===== config.mk =====
export PLATFORM = sky130hd
export DESIGN_NAME = serial_add_sequencer
export DESIGN_NICKNAME = d
export VERILOG_FILES = /design/src/rtl/serial_add_sequencer.sv
export SDC_FILE = /design/constraint.sdc
export NUM_CORES = 1
export LEC_CHECK = 0
export CAP_MARGIN = 40
export CORE_AREA = 2 2 66 68
export CTS_CLUSTER_SIZE = 14
export DETAILED_ROUTE_END_ITERATION = 8
export DIE_AREA = 0 0 68 70
export PLACE_DENSITY = 0.67
export SLEW_MARGIN = 20
export SYNTH_ARGS = -nofsm -noshare
export SYNTH_HDL_FRONTEND = slang
export SYNTH_SLANG_ARGS = --single-unit

===== constraint.sdc =====
create_clock -name clk -period 1.57 [get_ports clk]
set_clock_uncertainty 0.1 [all_clocks]
set_input_delay 0.314 -clock clk [delete_from_list [all_inputs] [get_ports clk]]
set_output_delay 0.314 -clock clk [all_outputs]
set_load 0.01 [all_outputs]

===== src/rtl/serial_add_sequencer.sv =====
// Sequencer feeding a single-bit Mealy serial adder and collecting its sum.
// Optional SERIAL_SUB_EN adds the sub port and a carry-priming cycle.
module serial_add_sequencer #(
  parameter int WIDTH = 8
) (
  input  logic             clk,
  input  logic             rst,
  input  logic             start,
  input  logic [WIDTH-1:0] op_a,
  input  logic [WIDTH-1:0] op_b,
`ifdef SERIAL_SUB_EN
  input  logic             sub,
`endif
  output logic             busy,
  output logic             done,
  output logic [WIDTH:0]   sum,
  output logic             add_a,
  output logic             add_b,
  output logic             add_en,
  output logic             add_clr,
  input  logic             add_s
);

`ifdef SERIAL_SUB_EN
  typedef enum logic [2:0] {
    IDLE, CLEAR, PRIME, SHIFT, DONE
  } state_t;
`else
  typedef enum logic [2:0] {
    IDLE, CLEAR, SHIFT, DONE
  } state_t;
`endif

  localparam logic [5:0] LAST = 6'(WIDTH);

  state_t           state, nxt;
  logic [WIDTH-1:0] a_sh, b_sh;
  logic [WIDTH:0]   res;
  logic [5:0]       cnt;
`ifdef SERIAL_SUB_EN
  logic             sub_q;
`endif

  assign sum = res;

  always_comb begin
    nxt     = state;
    busy    = (state != IDLE);
    done    = 1'b0;
    add_a   = 1'b0;
    add_b   = 1'b0;
    add_en  = 1'b0;
    add_clr = 1'b0;
    unique case (state)
      IDLE: if (start) nxt = CLEAR;
      CLEAR: begin
        add_clr = 1'b1;
`ifdef SERIAL_SUB_EN
        nxt = sub_q ? PRIME : SHIFT;
`else
        nxt = SHIFT;
`endif
      end
`ifdef SERIAL_SUB_EN
      PRIME: begin
        add_en = 1'b1;
        add_a  = 1'b1;
        add_b  = 1'b1;
        nxt    = SHIFT;
      end
`endif
      SHIFT: begin
        add_en = 1'b1;
        // last cycle feeds zeros so add_s carries the carry-out
        if (cnt != LAST) begin
          add_a = a_sh[0];
          add_b = b_sh[0];
        end else begin
          nxt = DONE;
        end
      end
      DONE: begin
        done = 1'b1;
        nxt  = IDLE;
      end
      default: nxt = IDLE;
    endcase
  end

  always_ff @(posedge clk or posedge rst) begin
    if (rst) begin
      state <= IDLE;
      a_sh  <= '0;
      b_sh  <= '0;
      res   <= '0;
      cnt   <= '0;
`ifdef SERIAL_SUB_EN
      sub_q <= 1'b0;
`endif
    end else begin
      state <= nxt;
      if (state == IDLE && start) begin
        a_sh <= op_a;
        res  <= '0;
        cnt  <= '0;
`ifdef SERIAL_SUB_EN
        b_sh  <= sub ? ~op_b : op_b;
        sub_q <= sub;
`else
        b_sh <= op_b;
`endif
      end else if (state == SHIFT) begin
        res  <= {add_s, res[WIDTH:1]};
        a_sh <= {1'b0, a_sh[WIDTH-1:1]};
        b_sh <= {1'b0, b_sh[WIDTH-1:1]};
        cnt  <= cnt + 6'd1;
      end
    end
  end

endmodule


==> results of run 1 <==
[cells by family after synthesis]
| family | count (synthesis) | share of synthesized area |
|---|---|---|
| mux | 24 | 0.1519 |
| xor+xnor | 4 | 0.02216 |
| flops | 33 | 0.5222 |
| compound gates | 23 | 0.07911 |
| buf+inv | 16 | 0.04747 |
| simple gates | 44 | 0.1297 |
| fa+ha+maj | 6 | 0.04747 |
[synth_stat cells (2+ instances only)]
library cell | number | area [um^2]
nand2b_1 | 2 | 12.51
and2_1 | 3 | 18.77
o21ai_0 | 19 | 95.09
dfrtp_1 | 33 | 825.8
nor2b_1 | 2 | 12.51
mux2i_1 | 24 | 240.2
buf_4 | 2 | 15.01
xor2_1 | 3 | 26.28
nand2_1 | 18 | 67.56
ha_1 | 6 | 75.07
buf_2 | 6 | 30.03
inv_1 | 7 | 26.28
nor2_1 | 14 | 52.55
[routing by layer]
layer,routed length [um],track usage
met5,0,0
met2,2473,0.3560
met3,133,0.03060
met1,1897,0.2503
met4,182,0.09111
[power by group]
group | switching (W) | internal (W) | leakage (nW) | total [W]
Combinational | 0.00157 | 0.00194 | 0.852 | 0.00351
Clock | 0.000310 | 0.000396 | 0.0542 | 0.000706
Sequential | 0.000212 | 0.00118 | 0.430 | 0.00139
[worst max-delay path: cells and delay by family (launching register included)]
kind / cells / cell delay (ns)
AO/OA/AOI/OAI: 1 / 0.07
adder cells (fa/ha/maj): 1 / 0.12
buffers and inverters: 3 / 0.31
flip-flops: 1 / 0.39
AND/OR/NAND/NOR: 2 / 0.28
[cell type report]
class,count,area (um^2),area share
clock inverter,1,5.005,0.001696
timing repair buffer,73,852.1,0.2887
inverter,7,31.28,0.01060
sequential,33,825.8,0.2798
multi-input combinational,101,1076,0.3646
clock buffer,7,96.34,0.03264
tap,52,65.06,0.02204
[what timing repair did]
item | 4_1_cts | 5_1_grt
endpoints found under the setup margin | 48 | 36
setup buffers | 13 | 6
pin swaps | 24 | 30
cloned | 7 | 1
resized for setup | 124 | 60
[how the worst min path moves through the flow]
stage	start	endpoint	slack, ns
final	rst	cnt[3]	0.26
after global routing	rst	sum[8]	0.31
after CTS	rst	cnt[3]	0.27
after detailed placement	sum[4]	sum[4]	0.44
after global placement	sum[0]	sum[0]	0.41
after floorplan	op_a[0]	a_sh[0]	0.33
[metrics by stage]
stage / setup slack [ns] / hold WS [ns] / power (W) / instances / utilization
after floorplan: 0.01618 / 0.3308 / 0.002460 / 150 / -
after global placement: -0.3612 / 0.4063 / 0.003080 / 245 / 0.5091
after detailed placement: -0.3764 / 0.4410 / 0.003162 / 245 / 0.5091
after CTS: -0.3133 / 0.2697 / 0.005052 / 272 / 0.6612
after global routing: -0.3737 / 0.3066 / 0.005919 / 274 / 0.7123
final: -0.3061 / 0.2598 / 0.005608 / 274 / 0.7123
[registers in the layout, indices dropped and copies added (netlist names)]
name,flops
sum,9
a_sh,8
b_sh,8
cnt,6
state,2
==> flow_summary.ini, run 1 <==
[status]
status = finished with violations
failed_checks = setup timing

[setup_path]
critical_path_class = reg2out
cp-endpoint = add_a
critPathArrivalTime_ns = 1.46
path_cells = inv_2 > ha_4 > nor2b_4 > a21boi_2 > buf_4 > and2_4 > buf_6
start_kind = flip-flop
r2r_cells = 9
critical_path.max_stage_delay_ns = 0.39
crit_path_start = cnt[0]
cp-end-kind = output port
r2r_setup_slack_ns = -0.11
r2r-end = b_sh[4]
worstReg2RegStart = state[1]
crit_fanout = 2
cp.required_ns = 1.16
cpMaxStageDelayCell = dfrtp_1

[synthesis]
ys_async_sr_fraction = 1.000
synth_edf_count = 0
synthCells = 150
ys_ff_latch = 33
postSynthAreaPerCell_um2 = 10.54
synth_area_mm2 = 0.001582
syn_nets = 176
ys_warn_count = 0
synth_top_flop_cell = dfrtp_1
synthDistinctLibCells = 24
ys_seq_area_frac = 0.5222

[sta]
setup_ws_ns = -0.3061
layout_min_cycle_time_ns = 1.876
timing.fmax_mhz = 533.0
finalSetupViolCount = 35
drv_slew = 0
relSlewSlack = 0.7894
finalSetupTns_ns = -2.366
period_share = 1.195
rsz0062_at_grt = yes
hold_viol = 0
tightest_slew_ns = 0.3071

[place]
place_congestion = 0.7277
port_buffers = 34
placed_cell_area_mm2 = 0.002110
dpl.hpwl_um = 2192

[pwr]
leakagePower_nw = 1.336
peakVddDrop_v = 0.0009095
pwr_density_cell_mw_per_mm2 = 1900

[global_route]
grt_usage = 0.2072
antenna_found_initial = 0
grt_pass1_wl_um = 7245
grt_pass1_vias = 1493
grt-ovfl-total = 0
grt_max_degree = 34

[job]
cap_viol_max_count = 0

[floorplanning]
die_w_um = 68
die_h_um = 70
io_pins = 35
core_mm2 = 0.004144
num_rows = 24
initial_core_util = 0.3816
design.die.area_mm2 = 0.004760

[detailed_routing]
drt_iter0_drc = 45
drt_wl_total_um = 4687
dr.pass1.iters = 4
drc_errors = 0
via_count = 1364
vias_per_cell = 4.978
post_drt_wl_per_cell_um = 17.11
final_antenna_net_count = 0

[cts]
clock-root-buffer = clkbuf_8
path_clk_slew_ns = 0.07
h-tree-depth = 2
clk_path_buf_depth = 2
postCtsHoldBufs = 0
cts_buffers = 5
clock-sinks = 33
cts_tree = built
clk_latency_ns = 0.28

[finish]
final_cell_mix = dfrtp_1 (33), mux2i_1 (23), clkdlybuf4s50_1 (19)
final_area_mm2 = 0.002952
fillers = 263
diodes = 0
drive_gt1_frac = 0.5495
finalNetCount = 247
area_growth_pct = 86.63
final_common_cell = dfrtp_1

[min_path]
min_path_type = in2async
Power figures use the tool's default switching activity.
==> run 2: changes to the inputs <==
--- a/config.mk
+++ b/config.mk
@@ -7,6 +7,7 @@
 export LEC_CHECK = 0
 export CAP_MARGIN = 40
 export CORE_AREA = 2 2 66 68
+export CTS_BUF_LIST = sky130_fd_sc_hd__clkbuf_8
 export CTS_CLUSTER_SIZE = 14
 export DETAILED_ROUTE_END_ITERATION = 8
 export DIE_AREA = 0 0 68 70
==> constraint.sdc (replaced) <==
create_clock -name clk -period 1.6 [get_ports clk]
set_clock_uncertainty 0.1 [all_clocks]
set_input_delay 0.32 -clock clk [delete_from_list [all_inputs] [get_ports clk]]
set_output_delay 0.32 -clock clk [all_outputs]
set_load 0.01 [all_outputs]
==> run 2 against run 1 <==
Compared with the run above: the run still ends with setup timing left; cell count fell by 3.6%; critical path depth decreased by 1; routed wire length is 10% lower; die area unchanged; combinational power is 19% lower; sequential share of layout area increased by 2.6 points; non-clock buffer count is 10 lower; register-to-register slack gained 0.07 ns; clock power shrank 17%; highest routed layer unchanged; via count is 3.7% lower; flip-flop and latch count did not move; critical path type unchanged; sequential power barely moved.
==> flow_summary.ini, run 2 (synthesis results as in run 1) <==
[finish]
diodes = 0
multi_input_area_um2 = 994.7
largest_reg_flops = 9
final_common_cell = dfrtp_1
finalNetCount = 237
area_growth_pct = 70.81
drive_gt1_frac = 0.4481
final_cells = 264
final_cell_mix = dfrtp_1 (33), mux2i_1 (19), clkdlybuf4s50_1 (19)
postLayoutCoreUtil = 0.6519
seqCellArea_um2 = 825.8
fillers = 304

[global_route]
grt_usage = 0.1535
grt_pass1_wl_um = 5526
antenna_found_initial = 0
grt_max_degree = 34
grt-ovfl-total = 0
busiest_layer = met2
grtUsageMet3 = 0.03060
use_met1 = 0.1928
grt_pass1_vias = 1229
grt_use_met2 = 0.2578

[pwr]
p_switching_w = 0.001827
combPwrFrac = 0.587
pwr-share-clk = 0.122
p_seq_frac = 0.291
peakVddDrop_v = 0.0009002
leakagePower_nw = 1.275
swShare = 0.3793
p_total_w = 0.004817
pwr_density_cell_mw_per_mm2 = 1783
p_int_w = 0.002990

[sta]
finalSetupTns_ns = -0.9701
drv_slew = 0
finalSetupViolCount = 30
period_share = 1.138
timing.fmax_mhz = 549.1
setup_ws_ns = -0.2210
rsz0062_at_grt = yes
relSlewSlack = 0.8288
tightest_slew_ns = 0.2496
layout_min_cycle_time_ns = 1.821
hold_viol = 0

[cts]
cts_tree = built
h-tree-depth = 2
clock-sinks = 33
cts_buffers = 5
clk_latency_ns = 0.28
clk_path_buf_depth = 2
path_clk_slew_ns = 0.07
clock-root-buffer = clkbuf_8
postCtsHoldBufs = 0

[status]
status = finished with violations
failed_checks = setup timing

[detailed_routing]
final_antenna_net_count = 0
post_drt_wl_per_cell_um = 15.91
drc_errors = 0
drt_iter0_drc = 36
dr.pass1.iters = 4
vias_per_cell = 4.973
drt_wl_total_um = 4199
via_count = 1313

[setup_path]
critical_path.max_stage_delay_ns = 0.39
path_cells = inv_1 > ha_2 > nor2b_4 > a21boi_4 > and2_1 > buf_2
crit_fanout = 3
start_kind = flip-flop
critical_path_class = reg2out
cp-end-kind = output port
critPathArrivalTime_ns = 1.40
crit_family = flip-flops
crit_buf_inv = 2
cpMaxStageDelayCell = dfrtp_1
cp.required_ns = 1.18

[floorplanning]
die_w_um = 68
io_pins = 35
initial_core_util = 0.3816
core_mm2 = 0.004144
num_rows = 24
die_h_um = 70
design.die.area_mm2 = 0.004760

[place]
dpl.hpwl_um = 2167
place_ws_ns = -0.3764
place_congestion = 0.6908
port_buffers = 34
dp_cells = 243

[job]
cap_viol_max_count = 0

[min_path]
min_path_type = in2async
[run 2: through the flow]
stage               instance area [um^2]  hold WS (ns)
finish                              2701        0.2723
global route                        2701        0.3271
CTS                                 2307        0.2832
detailed placement                  2086        0.4204
global placement                    2086        0.4126
floorplan                           1584        0.3368
[run 2: layout make-up]
cell class / count / share of cell area
Sequential cell: 33 / 0.3057
Timing Repair Buffer: 63 / 0.2598
Tap cell: 52 / 0.02409
Multi-Input combinational cell: 101 / 0.3682
Clock inverter: 3 / 0.005095
Inverter: 7 / 0.01158
Clock buffer: 5 / 0.02547
[run 2: final timing paths]
check | start | slack (ns) | cells past startpoint | to
max in group asynchronous | rst | 0.94 | 3 | sum[4]
worst min-delay path | rst | 0.27 | 3 | cnt[4]
worst min register to register | sum[3] | 0.45 | 2 | sum[3]
worst max-delay path | cnt[1] | -0.22 | 6 | add_b
worst max register to register | state[1] | -0.04 | 8 | b_sh[4]
min in group clk | sum[3] | 0.45 | 2 | sum[3]
[run 2: repair_timing]
item,in CTS,in global routing
setup buffers,5,4
cloned,1,5
gates resized for setup,60,82
setup endpoints to repair,34,27
pin swaps,6,26
[run 2: metal layers]
layer	share of wire	routed length, um
met3	0.029	122
met5	0	0
met2	0.55	2289
met4	0.016	67
met1	0.41	1720
[run 2: power by group through the flow]
stage / Combinational (W) / Sequential, W / Clock, W
CTS: 0.00203 / 0.00134 / 0.000597
floorplan: 0.00103 / 0.00136 / 0
global route: 0.00302 / 0.00144 / 0.000641
finish: 0.00283 / 0.00140 / 0.000588
global placement: 0.00164 / 0.00133 / 0
detailed placement: 0.00171 / 0.00135 / 0
[run 2: tightest hold or removal path, cell delays in order]
cell and delay, ns:
clkdlybuf4s50_1 0.40, inv_1 0.09, buf_12 0.21
==> run 3: changes to the inputs <==
--- a/config.mk
+++ b/config.mk
@@ -11,7 +11,6 @@
 export CTS_CLUSTER_SIZE = 14
 export DETAILED_ROUTE_END_ITERATION = 8
 export DIE_AREA = 0 0 68 70
-export PLACE_DENSITY = 0.67
 export SLEW_MARGIN = 20
 export SYNTH_ARGS = -nofsm -noshare
 export SYNTH_HDL_FRONTEND = slang
==> constraint.sdc (replaced) <==
create_clock -name clk -period 2.1 [get_ports clk]
set_clock_uncertainty 0.1 [all_clocks]
set_input_delay 0.42 -clock clk [delete_from_list [all_inputs] [get_ports clk]]
set_output_delay 0.42 -clock clk [all_outputs]
set_load 0.01 [all_outputs]
==> run 3 against run 2 <==
Compared with the run above: the flow now finishes without violations; die area unchanged; sequential power decreased by 27%; flip-flop and latch count did not move; first-iteration DRC count is 5.6% lower; final area down 20%; worst hold slack gained 0.043 ns; clock-buffer cell count grew 1; routed wire length down 25%; cell count is 6.1% lower; highest routed layer unchanged.
==> flow_summary.ini, run 3 (synthesis results as in run 1) <==
[status]
status = finished clean

[cts]
clock-sinks = 33
cts_setup_buffers = 0
clk_latency_ns = 0.28
clock-root-buffer = clkbuf_8
cts_buffers = 5
h-tree-depth = 2
path_clk_slew_ns = 0.07
cts_tree = built
clk_path_buf_depth = 2

[sta]
hold_viol = 0
layout_min_cycle_time_ns = 1.976
relSlewSlack = 0.7388
timing.fmax_mhz = 506.1
finalSetupViolCount = 0
rsz0062_at_grt = no
tightest_slew_ns = 0.3913
drv_slew = 0
period_share = 0.9410

[setup_path]
start_kind = flip-flop
critPathArrivalTime_ns = 1.46
worstReg2RegStart = state[0]
crit_fanout = 3
r2r-end = b_sh[5]
cp-end-kind = output port
cp.required_ns = 1.58
r2r_setup_slack_ns = 0.40
r2r_cells = 6
critical_path_class = reg2out

[pwr]
peakVddDrop_v = 0.0005084
pwr_density_cell_mw_per_mm2 = 1335
p_int_w = 0.001923
leakagePower_nw = 1.014
swShare = 0.3372
combPwrFrac = 0.439
p_switching_w = 0.0009780
p_total_w = 0.002901
p_seq_frac = 0.351
pwr-share-clk = 0.210

[place]
dpl.hpwl_um = 2245
place_congestion = 0.6828
port_buffers = 34

[global_route]
grt_pass1_wl_um = 5230
grt_usage = 0.1442
grt-ovfl-total = 0
antenna_found_initial = 0
grt_max_degree = 48
grt_pass1_vias = 1183

[floorplanning]
design.die.area_mm2 = 0.004760
core_mm2 = 0.004144
num_rows = 24
die_w_um = 68
io_pins = 35
die_h_um = 70
initial_core_util = 0.3816

[finish]
largest_reg_flops = 9
area_growth_pct = 37.42
finalNetCount = 221
final_common_cell = dfrtp_1
diodes = 0
final_cell_mix = dfrtp_1 (33), clkdlybuf4s50_1 (29), mux2i_1 (24)
drive_gt1_frac = 0.1327
postLayoutCoreUtil = 0.5245
fillers = 373

[detailed_routing]
drc_errors = 0
drt_iter0_drc = 34
drt_wl_total_um = 3133
final_antenna_net_count = 0
post_drt_wl_per_cell_um = 12.63
vias_per_cell = 4.754
dr.pass1.iters = 4
via_count = 1179

[min_path]
min_path_type = in2async

[job]
cap_viol_max_count = 0
run 3: metrics by stage:
step | hold slack (ns) | setup TNS, ns | cell area [um^2] | instances | setup WS, ns
2_1_floorplan | 0.4146 | 0 | 1582 | 150 | 0.3284
3_3_place_gp | 0.4058 | -0.1716 | 2051 | 240 | -0.08714
3_5_place_dp | 0.4189 | -0.2217 | 2051 | 240 | -0.1223
4_1_cts | 0.3215 | 0 | 2180 | 248 | 0.008792
5_1_grt | 0.3607 | 0 | 2173 | 248 | 0.02894
6_report | 0.3152 | 0 | 2173 | 248 | 0.1239
run 3: layout make-up:
class	count	area [um^2]	area share
tap	52	65.06	0.02994
multi-input combinational	101	691.9	0.3184
clock buffer	6	82.58	0.03800
inverter	7	26.28	0.01209
clock inverter	2	33.78	0.01554
sequential	33	825.8	0.3800
timing repair buffer	47	447.9	0.2061
run 3: worst max-delay path, cell delays in order (launching register included):
cell and delay (ns):
dfrtp_1 0.40, buf_4 0.15, ha_1 0.17, clkdlybuf4s50_1 0.47
run 3: power groups by stage:
stage	registers, W	logic (W)	clock network, W
finish	0.00102	0.00127	0.000609
CTS	0.00102	0.00131	0.000625
global placement	0.00101	0.00125	0
detailed placement	0.00103	0.00130	0
floorplan	0.00104	0.000779	0
global route	0.00105	0.00142	0.000651
run 3: how the worst max path moves through the flow:
stage,cells past startpoint,start,endpoint
after floorplan,5,state[0],add_a
after global placement,6,cnt[0],add_b
after detailed placement,6,cnt[0],add_a
after CTS,6,cnt[0],add_b
after global routing,6,cnt[0],add_a
final,3,state[1],done
run 3: metal layers:
metal / vias up / share of wire / GRT usage
met1: 565 / 0.47 / 0.1838
met2: 22 / 0.49 / 0.2373
met4: 0 / 0.014 / 0.04667
met5: - / 0 / 0
li1: 587 / - / -
met3: 5 / 0.031 / 0.03382
run 3: repair_timing:
action	CTS	global route
pin swaps	0	1
gates resized for setup	10	4
cloned	0	0
setup endpoints to repair	4	3
hold buffers	0	0
